$ cat src/rtl/mem_arbiter_if.sv
// Bundles the fetch, load/store and downstream memory request/response signals.
// The arbiter uses the slave modport; the requesters/memory side uses master.
interface mem_arbiter_if #(
  parameter int ADDR_W = 32,
  parameter int DATA_W = 32
);
  logic              if_req_valid;
  logic [ADDR_W-1:0] if_req_addr;
  logic              if_req_ready;
  logic              if_resp_valid;
  logic [DATA_W-1:0] if_resp_data;

  logic              ls_req_valid;
  logic [ADDR_W-1:0] ls_req_addr;
  logic              ls_req_wen;
  logic [DATA_W-1:0] ls_req_wdata;
  logic [7:0]        ls_req_wmask;
  logic              ls_req_ready;
  logic              ls_resp_valid;
  logic [DATA_W-1:0] ls_resp_data;

  logic              mem_req_valid;
  logic [ADDR_W-1:0] mem_req_addr;
  logic              mem_req_wen;
  logic [DATA_W-1:0] mem_req_wdata;
  logic [7:0]        mem_req_wmask;
  logic              mem_req_ready;
  logic              mem_resp_valid;
  logic [DATA_W-1:0] mem_resp_data;

  modport slave (
    input  if_req_valid, if_req_addr,
    output if_req_ready, if_resp_valid, if_resp_data,
    input  ls_req_valid, ls_req_addr, ls_req_wen, ls_req_wdata, ls_req_wmask,
    output ls_req_ready, ls_resp_valid, ls_resp_data,
    output mem_req_valid, mem_req_addr, mem_req_wen, mem_req_wdata, mem_req_wmask,
    input  mem_req_ready, mem_resp_valid, mem_resp_data
  );

  modport master (
    output if_req_valid, if_req_addr,
    input  if_req_ready, if_resp_valid, if_resp_data,
    output ls_req_valid, ls_req_addr, ls_req_wen, ls_req_wdata, ls_req_wmask,
    input  ls_req_ready, ls_resp_valid, ls_resp_data,
    input  mem_req_valid, mem_req_addr, mem_req_wen, mem_req_wdata, mem_req_wmask,
    output mem_req_ready, mem_resp_valid, mem_resp_data
  );
endinterface

$ cat src/rtl/mem_arbiter.sv
// Two-requester (fetch, load/store) round-robin arbiter onto a single memory port,
// one transaction outstanding at a time.
//
// state | meaning
// IDLE  | waiting for a request; grant and latch it combinationally this cycle
// ISSUE | presenting latched request downstream until mem_req_ready
// WAIT  | waiting for mem_resp_valid, then route response to owner
module mem_arbiter #(
  parameter int ADDR_W = 32,
  parameter int DATA_W = 32
) (
  input  logic          clk,
  input  logic          reset,
  mem_arbiter_if.slave  bus
);
  typedef enum logic [1:0] {IDLE, ISSUE, WAIT} state_t;

  localparam logic GRANT_IF = 1'b0;
  localparam logic GRANT_LS = 1'b1;

  state_t            state, state_nxt;
  logic              last_grant;
  logic              owner;
  logic [ADDR_W-1:0] addr_q;
  logic              wen_q;
  logic [DATA_W-1:0] wdata_q;
  logic [7:0]        wmask_q;

  logic              grant_ls;
  logic              accept;
  logic              if_ready, ls_ready, if_rv, ls_rv, mem_valid;
  logic [DATA_W-1:0] if_rd, ls_rd;

  // On a tie the requester that did not win last time is served.
  assign grant_ls = bus.ls_req_valid && (!bus.if_req_valid || last_grant == GRANT_IF);
  assign accept   = (state == IDLE) && (bus.if_req_valid || bus.ls_req_valid);

  always_comb begin
    state_nxt = state;
    if_ready  = 1'b0;
    ls_ready  = 1'b0;
    if_rv     = 1'b0;
    ls_rv     = 1'b0;
    if_rd     = '0;
    ls_rd     = '0;
    mem_valid = 1'b0;
    case (state)
      IDLE: begin
        if (accept) begin
          if (grant_ls) ls_ready = 1'b1;
          else          if_ready = 1'b1;
          state_nxt = ISSUE;
        end
      end
      ISSUE: begin
        mem_valid = 1'b1;
        if (bus.mem_req_ready) state_nxt = WAIT;
      end
      WAIT: begin
        if (bus.mem_resp_valid) begin
          if (owner == GRANT_LS) begin
            ls_rv = 1'b1;
            ls_rd = wen_q ? '0 : bus.mem_resp_data;
          end else begin
            if_rv = 1'b1;
            if_rd = bus.mem_resp_data;
          end
          state_nxt = IDLE;
        end
      end
      default: state_nxt = IDLE;
    endcase
    // Everything is held quiet during the reset cycle, whatever the state register holds.
    if (reset) begin
      if_ready  = 1'b0;
      ls_ready  = 1'b0;
      if_rv     = 1'b0;
      ls_rv     = 1'b0;
      if_rd     = '0;
      ls_rd     = '0;
      mem_valid = 1'b0;
    end
  end

  assign bus.if_req_ready  = if_ready;
  assign bus.ls_req_ready  = ls_ready;
  assign bus.if_resp_valid = if_rv;
  assign bus.if_resp_data  = if_rd;
  assign bus.ls_resp_valid = ls_rv;
  assign bus.ls_resp_data  = ls_rd;
  assign bus.mem_req_valid = mem_valid;
  assign bus.mem_req_addr  = reset ? '0 : addr_q;
  assign bus.mem_req_wen   = reset ? 1'b0 : wen_q;
  assign bus.mem_req_wdata = reset ? '0 : wdata_q;
  assign bus.mem_req_wmask = reset ? 8'h00 : wmask_q;

  always_ff @(posedge clk) begin
    if (reset) begin
      state      <= IDLE;
      last_grant <= GRANT_LS;
      owner      <= GRANT_IF;
      addr_q     <= '0;
      wen_q      <= 1'b0;
      wdata_q    <= '0;
      wmask_q    <= 8'h00;
    end else begin
      state <= state_nxt;
      if (accept) begin
        owner <= grant_ls;
        if (grant_ls) begin
          addr_q  <= bus.ls_req_addr;
          wen_q   <= bus.ls_req_wen;
          wdata_q <= bus.ls_req_wdata;
          wmask_q <= bus.ls_req_wmask;
        end else begin
          addr_q  <= bus.if_req_addr;
          wen_q   <= 1'b0;
          wdata_q <= '0;
          wmask_q <= 8'h00;
        end
      end
      if (state == WAIT && bus.mem_resp_valid) last_grant <= owner;
    end
  end
endmodule

$ cat src/flat_wrapper.sv
// flat-port wrapper written by rule: the top's interface ports become plain ports
module mem_arbiter_flat 
#(
  parameter int ADDR_W = 32,
  parameter int DATA_W = 32
)
  (clk, reset, bus_if_req_valid, bus_if_req_addr, bus_if_req_ready, bus_if_resp_valid, bus_if_resp_data, bus_ls_req_valid, bus_ls_req_addr, bus_ls_req_wen, bus_ls_req_wdata, bus_ls_req_wmask, bus_ls_req_ready, bus_ls_resp_valid, bus_ls_resp_data, bus_mem_req_valid, bus_mem_req_addr, bus_mem_req_wen, bus_mem_req_wdata, bus_mem_req_wmask, bus_mem_req_ready, bus_mem_resp_valid, bus_mem_resp_data);
  mem_arbiter_if #(.ADDR_W(ADDR_W), .DATA_W(DATA_W)) bus_i ();
  input  logic clk;
  input  logic reset;
  input wire logic [$bits(bus_i.if_req_valid)-1:0] bus_if_req_valid;
  input wire logic [$bits(bus_i.if_req_addr)-1:0] bus_if_req_addr;
  output wire logic [$bits(bus_i.if_req_ready)-1:0] bus_if_req_ready;
  output wire logic [$bits(bus_i.if_resp_valid)-1:0] bus_if_resp_valid;
  output wire logic [$bits(bus_i.if_resp_data)-1:0] bus_if_resp_data;
  input wire logic [$bits(bus_i.ls_req_valid)-1:0] bus_ls_req_valid;
  input wire logic [$bits(bus_i.ls_req_addr)-1:0] bus_ls_req_addr;
  input wire logic [$bits(bus_i.ls_req_wen)-1:0] bus_ls_req_wen;
  input wire logic [$bits(bus_i.ls_req_wdata)-1:0] bus_ls_req_wdata;
  input wire logic [$bits(bus_i.ls_req_wmask)-1:0] bus_ls_req_wmask;
  output wire logic [$bits(bus_i.ls_req_ready)-1:0] bus_ls_req_ready;
  output wire logic [$bits(bus_i.ls_resp_valid)-1:0] bus_ls_resp_valid;
  output wire logic [$bits(bus_i.ls_resp_data)-1:0] bus_ls_resp_data;
  output wire logic [$bits(bus_i.mem_req_valid)-1:0] bus_mem_req_valid;
  output wire logic [$bits(bus_i.mem_req_addr)-1:0] bus_mem_req_addr;
  output wire logic [$bits(bus_i.mem_req_wen)-1:0] bus_mem_req_wen;
  output wire logic [$bits(bus_i.mem_req_wdata)-1:0] bus_mem_req_wdata;
  output wire logic [$bits(bus_i.mem_req_wmask)-1:0] bus_mem_req_wmask;
  input wire logic [$bits(bus_i.mem_req_ready)-1:0] bus_mem_req_ready;
  input wire logic [$bits(bus_i.mem_resp_valid)-1:0] bus_mem_resp_valid;
  input wire logic [$bits(bus_i.mem_resp_data)-1:0] bus_mem_resp_data;
  assign bus_i.if_req_valid = bus_if_req_valid;
  assign bus_i.if_req_addr = bus_if_req_addr;
  assign bus_if_req_ready = bus_i.if_req_ready;
  assign bus_if_resp_valid = bus_i.if_resp_valid;
  assign bus_if_resp_data = bus_i.if_resp_data;
  assign bus_i.ls_req_valid = bus_ls_req_valid;
  assign bus_i.ls_req_addr = bus_ls_req_addr;
  assign bus_i.ls_req_wen = bus_ls_req_wen;
  assign bus_i.ls_req_wdata = bus_ls_req_wdata;
  assign bus_i.ls_req_wmask = bus_ls_req_wmask;
  assign bus_ls_req_ready = bus_i.ls_req_ready;
  assign bus_ls_resp_valid = bus_i.ls_resp_valid;
  assign bus_ls_resp_data = bus_i.ls_resp_data;
  assign bus_mem_req_valid = bus_i.mem_req_valid;
  assign bus_mem_req_addr = bus_i.mem_req_addr;
  assign bus_mem_req_wen = bus_i.mem_req_wen;
  assign bus_mem_req_wdata = bus_i.mem_req_wdata;
  assign bus_mem_req_wmask = bus_i.mem_req_wmask;
  assign bus_i.mem_req_ready = bus_mem_req_ready;
  assign bus_i.mem_resp_valid = bus_mem_resp_valid;
  assign bus_i.mem_resp_data = bus_mem_resp_data;
  mem_arbiter #(.ADDR_W(ADDR_W), .DATA_W(DATA_W)) u_core (.clk(clk), .reset(reset), .bus(bus_i));
endmodule
$ cat config.mk
export PLATFORM = sky130hd
export DESIGN_NAME = mem_arbiter_flat
export DESIGN_NICKNAME = d
export VERILOG_FILES = /design/src/rtl/mem_arbiter_if.sv /design/src/rtl/mem_arbiter.sv /design/src/flat_wrapper.sv
export SDC_FILE = /design/constraint.sdc
export NUM_CORES = 1
export LEC_CHECK = 0
export ABC_CLOCK_PERIOD_IN_PS = 2500
export CAP_MARGIN = 30
export CORE_MARGIN = 2
export CORE_UTILIZATION = 30
export DETAILED_ROUTE_END_ITERATION = 10
export PLACE_DENSITY = 0.84
export SLEW_MARGIN = 30
export SYNTH_ARGS = -nofsm -noshare
export SYNTH_HDL_FRONTEND = slang
export SYNTH_SLANG_ARGS = --single-unit
$ cat constraint.sdc
create_clock -name clk -period 2.5 [get_ports clk]
set_clock_uncertainty 0.1 [all_clocks]
set_input_delay 0.5 -clock clk [delete_from_list [all_inputs] [get_ports clk]]
set_output_delay 0.5 -clock clk [all_outputs]
set_load 0.005 [all_outputs]
After elaboration in Yosys (flattened, before gate mapping) --
Index checks and enable logic that the tools add are counted. W data, S select, Z words.
Word-level totals: output and inout port bits 142, input port bits 143, flip-flop bits (word level) 77
Cells by class: multiplexer cells 39, reduce and logical (&&, ||, !) cells 8, equal/unequal tests 5, bitwise gates (word level) 1
Operator list (number):
- $mux W32 | 13
- $mux W1 | 20
- $mux W8 | 2
- $mux W2 | 3
- $pmux W2 S3 | 1
- $ne A2 B2 Y1 const B | 2
- $logic_and A1 B1 Y1 | 3
- $reduce_and A3 Y1 | 1
- $eq A2 B1 Y1 const B | 1
- $eq A2 B2 Y1 const B | 1
- $logic_not A2 Y1 | 1
- $logic_or A1 B1 Y1 | 2
- $ne A2 B1 Y1 const B | 1
- $logic_not A1 Y1 | 1
- $not A1 Y1 | 1

Longest topological paths before layout --
Gate-level depths: netlist of run 1.
depth after elaboration 7, gate-level depth with buffers 6, mapped depth without buffers 3

Worst setup path before layout of run 1 --
Ideal clock, no wire load.
kind input to output, from input port reset, to output port bus_ls_resp_data[10], path slack 0.493 ns, arrival 1.407 ns, stages on the path 4, buffers on the path 1, path through or3b_4 nor3_4 buf_6 and2_1
On the way: longest elaborated chain between the ends 1
Ends and longest elaborated chain:
- start, declared | line flat_wrapper.sv:10 | input logic reset;
- $mux W32 | line mem_arbiter.sv:74 | if (reset) begin
- end, declared | line flat_wrapper.sv:23 | output wire logic [$bits(bus_i.ls_resp_data)-1:0] bus_ls_resp_data;
Every way passes these cells.

Final worst setup path of run 1 --
from input port bus_mem_resp_valid, to output port bus_ls_resp_valid
On the way: longest elaborated chain between the ends 3
Ends and longest elaborated chain:
- start, declared | line flat_wrapper.sv:30 | input wire logic [$bits(bus_i.mem_resp_valid)-1:0] bus_mem_resp_valid;
- $mux W1 | line mem_arbiter.sv:60 | if (bus.mem_resp_valid) begin
- $mux W1 | line mem_arbiter.sv:47 | case (state)
- $mux W1 | line mem_arbiter.sv:74
- end, declared | line flat_wrapper.sv:22 | output wire logic [$bits(bus_i.ls_resp_valid)-1:0] bus_ls_resp_valid;
Every way passes these cells.

==> results.py, run 1 <==
metrics = {
    "cts": {
        "cts.sinks": 77,
        "clock_latency_ns": 0.32,
        "cts_tree": "built",
        "clk_path_buf_depth": 2,
        "cts_buffers": 9,
        "ctsHtreeMaxLevel": 3,
        "clk_pin_slew_ns": 0.06,
        "cts-root-buf": "clkbuf_16",
    },
    "floorplan": {
        "design.core.area_um2": 12600,
        "start_util": 0.306,
        "die_h_um": 117,
        "ios": 285,
        "rows": 41,
        "die_w_um": 117,
        "die_area_um2": 13700,
    },
    "grt": {
        "grt_max_degree": 44,
        "gr-usage-all-layers": 0.203,
        "grt_pass1_vias": 4241,
        "grt_pass1_wl_um": 21400,
        "grt_overflow_total": 0,
        "antenna_found_initial": 1,
    },
    "critical_path": {
        "rrSetupSlack_ns": 0.69,
        "cp_max_fo": 2,
        "slowest_delay_ns": 0.50,
        "crit_arrival_ns": 1.84,
        "worstSetupPathType": "in -> out",
        "endpoint_kind": "output pin",
        "cpLargestDelayFamily": "buffers and inverters",
        "reg2reg_from": "u_core.state[0]",
        "r2r-end": "u_core.owner",
        "crit_slowest_cell": "clkdlybuf4s50_1",
        "startpoint_type": "input pin",
        "cp_cell_sequence": "clkdlybuf4s15_2 > or3b_4 > nor2_2 > buf_4 > clkdlybuf4s50_1",
        "worst-path-buf-inv": 3,
        "required_ns": 1.90,
        "worst-path-stages": 5,
        "crit_start": "bus_mem_resp_valid",
        "endpoint": "bus_ls_resp_valid",
        "r2r_cells": 7,
    },
    "place": {
        "placed_area_um2": 6890,
        "io_buffers": 284,
        "hpwl_um": 11100,
        "dp_cells": 872,
        "finalWeightedCongestion": 0.790,
    },
    "timing": {
        "slew_viol_final": 0,
        "rsz0062_at_grt": "no",
        "tightest_slew_ns": 0.709,
        "final_hold_viol_count": 0,
        "fmax_ghz": 0.410,
        "setup_viol": 0,
        "finalCriticalPeriod_ns": 2.44,
        "fin_crit_sh": 0.976,
        "slew_headroom": 0.526,
    },
    "power": {
        "vdd_ir_drop_max_mv": 0.244,
        "power_leakage_nw": 2.98,
        "powerDensity_nw_per_um2": 466,
        "power.switching_w": 0.000811,
        "power.share.clock": 0.387,
        "seq_power_share": 0.402,
        "internal_power_w": 0.00250,
        "p_comb_frac": 0.211,
        "sw_frac_of_total": 0.245,
        "design_power_total_w": 0.00331,
    },
    "logic_synthesis": {
        "yosysUniqueCellTypes": 34,
        "synth_seq_cells": 77,
        "ys_warn_count": 0,
        "synth.avg_cell_area_um2": 8.86,
        "synth.cell_area_um2": 3840,
        "syn_inst": 434,
        "synth_seq_area_share": 0.401,
        "synth_nets": 577,
    },
    "routing": {
        "routed_wl_um": 14800,
        "via_per_inst": 4.82,
        "via_count": 4332,
        "drtPass1Iterations": 5,
        "wire_per_inst_um": 16.4,
        "ant_nets": 0,
        "drcViolationCount": 0,
        "drt_iter0_markers": 181,
    },
    "finish": {
        "utilization": 0.565,
        "drive_above_1_share": 0.163,
        "nFillCells": 1100,
        "layout.nets": 864,
        "instances_no_fill": 899,
        "area_growth_pct": 84.8,
        "stdcell_area_um2": 7100,
        "mostFrequentLayoutCells": "215 x clkdlybuf4s50_1, 76 x dfxtp_1, 72 x nor2b_1, 60 x and2_1, 41 x a22o_1",
        "final_common_cell": "clkdlybuf4s50_1",
    },
    "min_path": {
        "min-delay-start": "u_core.addr_q[3]",
        "hp-class": "reg -> reg",
    },
    "run_status": {
        "status": "completed",
    },
    "run": {
        "drv_cap": 0,
    },
}
[stage by stage]
step | hold WS [ns] | TNS [ns] | worst slack, ns
after global placement | 0.372 | -24.99 | -0.465
after detailed placement | 0.383 | -27.44 | -0.530
after floorplan | 0.358 | 0 | 0.493
after global routing | 0.421 | 0 | 0.00352
after CTS | 0.392 | -0.0111 | -0.00702
final | 0.397 | 0 | 0.0608
[worst min-delay path: stages, from the launching register on]
cell,delay [ns]
dfxtp_1,0.31
o21ai_0,0.07
a31oi_1,0.07
[final cells by class]
class | instances | area (µm²) | share of cell area
sequential | 77 | 1540 | 0.217
clock buffer | 10 | 229 | 0.0322
inverter | 20 | 75.1 | 0.0106
clock inverter | 6 | 63.8 | 0.00898
timing repair buffer | 318 | 2960 | 0.416
multi-input combinational | 295 | 2020 | 0.284
tap | 172 | 215 | 0.0303
antenna | 1 | 2.50 | 0.000352
[flip-flops by register name, summed over array words and instances (netlist names)]
register,cells
u_core.owner,1
u_core.wdata_q,32
u_core.last_grant,1
u_core.state,2
u_core.wmask_q,8
u_core.wen_q,1
u_core.addr_q,32
[worst min-delay path by stage]
stage | slack (ns) | endpoint | cells past startpoint
floorplan | 0.36 | u_core.addr_q[0] | 2
finish | 0.40 | u_core.addr_q[3] | 2
CTS | 0.39 | u_core.addr_q[24] | 2
detailed placement | 0.38 | u_core.addr_q[24] | 2
global route | 0.42 | u_core.addr_q[9] | 2
global placement | 0.37 | u_core.addr_q[22] | 2
[kinds of logic (layout without fill, tap and decap cells)]
group | count (synthesis) | count (layout) | share of synthesized area
AO/OA/AOI/OAI | 91 | 91 | 0.191
buffers and inverters | 62 | 354 | 0.0794
multiplexers | 1 | 1 | 0.00260
AND/OR/NAND/NOR | 203 | 203 | 0.326
other | 0 | 1 | 0
flip-flops | 77 | 77 | 0.401
[cell usage after synthesis]
cell type  number  area share
a31o_2          1      0.0023
a21oi_1         1      0.0013
nand2b_1        1      0.0016
a31oi_1        13       0.021
o21ai_0        13       0.017
and2_1         64        0.10
a221o_1        19       0.049
dfxtp_1        77        0.40
nor3_4          1      0.0042
a21boi_0        1      0.0020
or3b_4          1      0.0029
mux2i_1         1      0.0026
and3b_1         1      0.0023
or3_4           1      0.0029
nand4_1        13       0.021
a21bo_2         1      0.0026
and4_1          1      0.0023
nand3_1        13       0.017
nor3b_1         1      0.0020
a2111oi_0       1      0.0023
buf_6           7       0.021
or2_2           2      0.0033
nor2b_1        73        0.12
inv_1          20       0.020
buf_1           1     0.00098
nand3b_1        1      0.0020
a22o_1         41       0.093
nor3_1         19       0.025
nand2_1         3      0.0029
clkbuf_1       18       0.018
nor3_2          1      0.0026
nor2_4          2      0.0059
nor2_1          5      0.0049
buf_2          16       0.021
[power by group through the flow]
stage | Sequential [W] | Clock [W] | Combinational, W
final | 0.00133 | 0.00128 | 0.000697
after global placement | 0.00135 | 0 | 0.000672
after detailed placement | 0.00136 | 0 | 0.000688
after global routing | 0.00134 | 0.00136 | 0.000749
after floorplan | 0.00135 | 0 | 0.000288
after CTS | 0.00133 | 0.00131 | 0.000700
[layer usage]
metal  track usage  vias to the layer above  wire length (µm)
li1              -                     2082                 -
met1         0.209                     2005              5220
met2         0.379                      210              7820
met3        0.0438                       35              1150
met4         0.112                        0               582
met5             0                        -                 0
[timing repair]
| item | in CTS | in global routing |
|---|---|---|
| hold endpoints to repair | 0 | 0 |
| cloned | 4 | 0 |
| endpoints found under the setup margin | 68 | 62 |
| setup buffers | 11 | 0 |
| gates resized for setup | 165 | 56 |
| pin swaps | 3 | 3 |
| hold buffers | 0 | 0 |
Power figures use the tool's default switching activity.
==> run 2, diff against run 1 <==
- CTS_BUF_LIST: default -> sky130_fd_sc_hd__clkbuf_4
==> run 2 against run 1 <==
- the run now ends with negative setup slack left
- setup slack worse by 0.12 ns
- largest cell class unchanged
- count of clock-buffer cells in the layout unchanged
- clock power down 40%
==> results.py, run 2 (synthesis gave the netlist of run 1 again) <==
metrics = {
    "finish": {
        "mostFrequentLayoutCells": "213 x clkdlybuf4s50_1, 76 x dfxtp_1, 71 x nor2b_1, 45 x buf_6, 41 x a22o_1",
        "drive_above_1_share": 0.238,
        "area_growth_pct": 89.4,
        "final_common_cell": "clkdlybuf4s50_1",
        "reg_top3": "u_core.addr_q x32, u_core.wdata_q x32, u_core.wmask_q x8",
        "stdcell_area_um2": 7280,
        "layout.nets": 868,
    },
    "power": {
        "power.share.clock": 0.273,
        "sw_frac_of_total": 0.270,
        "vdd_ir_drop_max_mv": 0.272,
        "power_leakage_nw": 3.00,
        "powerDensity_nw_per_um2": 385,
        "p_comb_frac": 0.252,
        "design_power_total_w": 0.00280,
        "seq_power_share": 0.475,
        "internal_power_w": 0.00204,
        "power.switching_w": 0.000756,
    },
    "routing": {
        "via_count": 4421,
        "wire_per_inst_um": 17.0,
        "drtPass1Iterations": 4,
        "via_per_inst": 4.89,
        "routed_wl_um": 15400,
        "drt_iter0_markers": 197,
        "drcViolationCount": 0,
        "ant_nets": 0,
    },
    "place": {
        "io_buffers": 284,
        "hpwl_um": 11100,
        "finalWeightedCongestion": 0.790,
        "placed_area_um2": 6890,
        "post-place-ws_ns": -0.530,
    },
    "grt": {
        "grtUsageMet3": 0.0371,
        "use_met2": 0.378,
        "top_usage_layer": "met2",
        "grt_pass1_vias": 4282,
        "gr-usage-all-layers": 0.201,
        "grt_overflow_total": 0,
        "grtUsageMet1": 0.204,
        "antenna_found_initial": 2,
        "grt_max_degree": 44,
        "grt_pass1_wl_um": 21200,
    },
    "min_path": {
        "hp-class": "reg -> reg",
    },
    "cts": {
        "ctsHtreeMaxLevel": 3,
        "clk_pin_slew_ns": 0.14,
        "cts_tree": "built",
        "clk_path_buf_depth": 2,
        "cts.sinks": 77,
        "clock_latency_ns": 0.42,
        "cts-root-buf": "clkbuf_4",
        "cts_buffers": 9,
    },
    "timing": {
        "finalCriticalPeriod_ns": 2.56,
        "rsz0062_at_grt": "yes",
        "slew_viol_final": 0,
        "fmax_ghz": 0.391,
        "hold-worst-slack_ns": 0.400,
        "fin_crit_sh": 1.02,
        "setup_viol": 7,
        "tightest_slew_ns": 0.744,
        "finalSetupTns_ns": -0.239,
        "final_hold_viol_count": 0,
        "postLayoutSetupSlackWorst_ns": -0.0602,
        "slew_headroom": 0.502,
    },
    "floorplan": {
        "ios": 285,
        "die_h_um": 117,
        "die_w_um": 117,
        "start_util": 0.306,
        "die_area_um2": 13700,
        "rows": 41,
        "design.core.area_um2": 12600,
    },
    "critical_path": {
        "cp_max_fo": 6,
        "startpoint_type": "flop",
        "required_ns": 1.90,
        "endpoint_kind": "output pin",
        "worstSetupPathType": "reg -> out",
        "crit_arrival_ns": 1.96,
    },
    "run_status": {
        "violations": "negative setup slack",
        "status": "finished with violations",
    },
    "run": {
        "drv_cap": 0,
    },
}
## run 2: cell count changes in the layout (fill, tap and decap cells not counted), sizes merged
| cell | previous run | this run |
|---|---|---|
| diode | 1 | 2 |
| dlygate4sd2 | 16 | 4 |
| clkbuf | 28 | 30 |
| buf | 65 | 83 |
| clkdlybuf4s15 | 4 | 1 |
| dlymetal6s2s | 0 | 1 |
| clkdlybuf4s50 | 215 | 213 |
## run 2: worst paths after layout
path,startpoint,endpoint,slack (ns),depth (start not counted)
max,u_core.state[0],bus_ls_resp_data[19],-0.06,7
min reg2reg,u_core.addr_q[24],u_core.addr_q[24],0.40,2
max reg2reg,u_core.state[0],u_core.wdata_q[19],0.57,6
min,u_core.addr_q[24],u_core.addr_q[24],0.40,2
## run 2: per-stage QoR
stage | util | std cells
after global routing | 0.579 | 904
after floorplan | - | 434
after CTS | 0.568 | 899
final | 0.579 | 904
after detailed placement | 0.548 | 872
after global placement | 0.548 | 872
## run 2: repair_timing
| item | 4_1_cts | 5_1_grt |
|---|---|---|
| gates cloned | 3 | 2 |
| hold buffers | 0 | 0 |
| setup buffers | 10 | 6 |
| endpoints found under the setup margin | 68 | 68 |
| pin swaps | 25 | 6 |
| resized for setup | 208 | 126 |
## run 2: critical path: stages, from the launching register on
cell     delay, ns
dfxtp_2       0.35
or3b_4        0.39
nor3_4        0.23
buf_6         0.15
buf_12        0.12
buf_12        0.10
and2_4        0.13
buf_6         0.08
## run 2: layout make-up
class | count | area (µm²)
flip-flops and latches | 77 | 1540
fillers | 1067 | 5290
well taps | 172 | 215
clock inverters | 6 | 63.8
clock buffers | 10 | 75.1
multi-input cells | 295 | 2120
repair buffers | 322 | 3180
inverters | 20 | 75.1
diodes | 2 | 5.00
## run 2: power by group through the flow
stage                     Clock, W  Sequential, W  Combinational, W
after global routing      0.000838        0.00134          0.000756
final                     0.000765        0.00133          0.000705
after global placement           0        0.00135          0.000672
after detailed placement         0        0.00136          0.000688
after CTS                 0.000791        0.00133          0.000692
after floorplan                  0        0.00135          0.000288
## run 2: metal layers
| metal | routed length (µm) | part of all wire |
|---|---|---|
| met4 | 650 | 0.042 |
| met2 | 8370 | 0.55 |
| met5 | 0 | 0 |
| met3 | 1060 | 0.069 |
| met1 | 5270 | 0.34 |
==> run 3, diff against run 2 <==
- CTS_BUF_LIST: sky130_fd_sc_hd__clkbuf_4 -> sky130_fd_sc_hd__clkbuf_16
- CTS_CLUSTER_SIZE: default -> 28
==> run 3 against run 2 <==
- the run now ends clean
- first-iteration DRC count shrank 8.1%
- register-to-register slack gained 0.12 ns
- core utilization shrank 1.4 points
- sequential power is essentially flat
- hold slack lost 0.0027 ns
- highest routed layer unchanged
- largest cell class unchanged
==> results.py, run 3 (synthesis gave the netlist of run 1 again) <==
metrics = {
    "run_status": {
        "status": "completed",
    },
    "place": {
        "finalWeightedCongestion": 0.790,
        "post-place-ws_ns": -0.530,
        "hpwl_um": 11100,
        "io_buffers": 284,
    },
    "grt": {
        "grt_pass1_vias": 4241,
        "grt_pass1_wl_um": 21400,
        "grtUsageMet1": 0.209,
        "top_usage_layer": "met2",
        "grt_max_degree": 44,
        "grt_overflow_total": 0,
        "use_met2": 0.379,
        "grtUsageMet3": 0.0438,
        "antenna_found_initial": 1,
        "gr-usage-all-layers": 0.203,
    },
    "finish": {
        "reg_top3": "u_core.addr_q x32, u_core.wdata_q x32, u_core.wmask_q x8",
        "mostFrequentLayoutCells": "215 x clkdlybuf4s50_1, 76 x dfxtp_1, 72 x nor2b_1, 60 x and2_1, 41 x a22o_1",
        "layout.nets": 864,
        "final_common_cell": "clkdlybuf4s50_1",
        "utilization": 0.565,
        "drive_above_1_share": 0.163,
        "area_growth_pct": 84.8,
    },
    "routing": {
        "routed_wl_um": 14800,
        "via_count": 4333,
        "drtPass1Iterations": 5,
        "drt_iter0_markers": 181,
        "wire_per_inst_um": 16.4,
        "ant_nets": 0,
        "via_per_inst": 4.82,
        "drcViolationCount": 0,
    },
    "timing": {
        "slew_headroom": 0.526,
        "rsz0062_at_grt": "no",
        "setup_viol": 0,
        "fmax_ghz": 0.410,
        "postLayoutSetupSlackWorst_ns": 0.0608,
        "finalCriticalPeriod_ns": 2.44,
        "fin_crit_sh": 0.976,
        "final_hold_viol_count": 0,
        "tightest_slew_ns": 0.709,
        "slew_viol_final": 0,
    },
    "critical_path": {
        "crit_arrival_ns": 1.84,
        "crit_start": "bus_mem_resp_valid",
        "rrSetupSlack_ns": 0.69,
        "startpoint_type": "input pin",
        "cp_max_fo": 2,
        "reg2reg_from": "u_core.state[0]",
        "worstSetupPathType": "in -> out",
        "required_ns": 1.90,
        "endpoint_kind": "output pin",
    },
    "power": {
        "power_leakage_nw": 2.98,
        "powerDensity_nw_per_um2": 465,
        "vdd_ir_drop_max_mv": 0.244,
    },
    "cts": {
        "cts.hold.buffers_added": 0,
        "cts-root-buf": "clkbuf_16",
        "clock_latency_ns": 0.32,
        "clk_pin_slew_ns": 0.06,
        "cts_tree": "built",
        "ctsHtreeMaxLevel": 3,
        "cts.sinks": 77,
        "cts_buffers": 9,
        "clk_path_buf_depth": 2,
    },
    "floorplan": {
        "die_area_um2": 13700,
        "die_w_um": 117,
        "start_util": 0.306,
        "design.core.area_um2": 12600,
        "rows": 41,
        "die_h_um": 117,
        "ios": 285,
    },
    "min_path": {
        "min-delay-start": "u_core.addr_q[3]",
        "hp-class": "reg -> reg",
    },
    "run": {
        "drv_cap": 0,
    },
}
==> run 3: critical path, cell delays in order <==
cell	delay [ns]
clkdlybuf4s15_2	0.18
or3b_4	0.40
nor2_2	0.13
buf_4	0.13
clkdlybuf4s50_1	0.50
==> run 3: layout make-up <==
cell class / instances / area, µm²
diodes: 1 / 2.50
clock buffers: 9 / 225
clock inverters: 7 / 67.6
fillers: 1100 / 5460
inverters: 20 / 75.1
multi-input cells: 295 / 2020
flip-flops and latches: 77 / 1540
well taps: 172 / 215
repair buffers: 318 / 2960
==> run 3: through the flow <==
| stage | power [W] | cell area (µm²) | hold slack, ns | std cells | setup TNS [ns] |
|---|---|---|---|---|---|
| 6_report | 0.00330 | 7100 | 0.397 | 899 | 0 |
| 5_1_grt | 0.00345 | 7100 | 0.421 | 899 | 0 |
| 4_1_cts | 0.00333 | 7300 | 0.392 | 901 | -0.0111 |
| 3_5_place_dp | 0.00204 | 6890 | 0.383 | 872 | -27.44 |
| 3_3_place_gp | 0.00202 | 6890 | 0.372 | 872 | -24.99 |
| 2_1_floorplan | 0.00163 | 3840 | 0.358 | 434 | 0 |
==> run 3: power by group <==
part | internal (W) | total [W] | leakage [nW] | switching [W]
Combinational | 0.000421 | 0.000697 | 2.21 | 0.000276
Clock | 0.000767 | 0.00128 | 0.143 | 0.000509
Sequential | 0.00131 | 0.00133 | 0.630 | 0.0000241
==> run 3: path summary, 6_finish.rpt <==
path	to	cells past startpoint
setup reg to reg	u_core.owner	7
setup / recovery	bus_ls_resp_valid	5
hold / removal	u_core.addr_q[3]	2
hold reg to reg	u_core.addr_q[3]	2
==> run 3: what timing repair did <==
action | 4_1_cts | 5_1_grt
gates cloned | 4 | 0
hold endpoints to repair | 0 | 0
resized for setup | 165 | 56
pin swaps | 3 | 3
endpoints found under the setup margin | 68 | 62
buffers inserted | 11 | 0
==> run 3: metal layers <==
metal | part of all wire | up-vias
li1 | - | 2082
met1 | 0.35 | 2008
met2 | 0.53 | 208
met3 | 0.076 | 35
met4 | 0.039 | 0
met5 | 0 | -
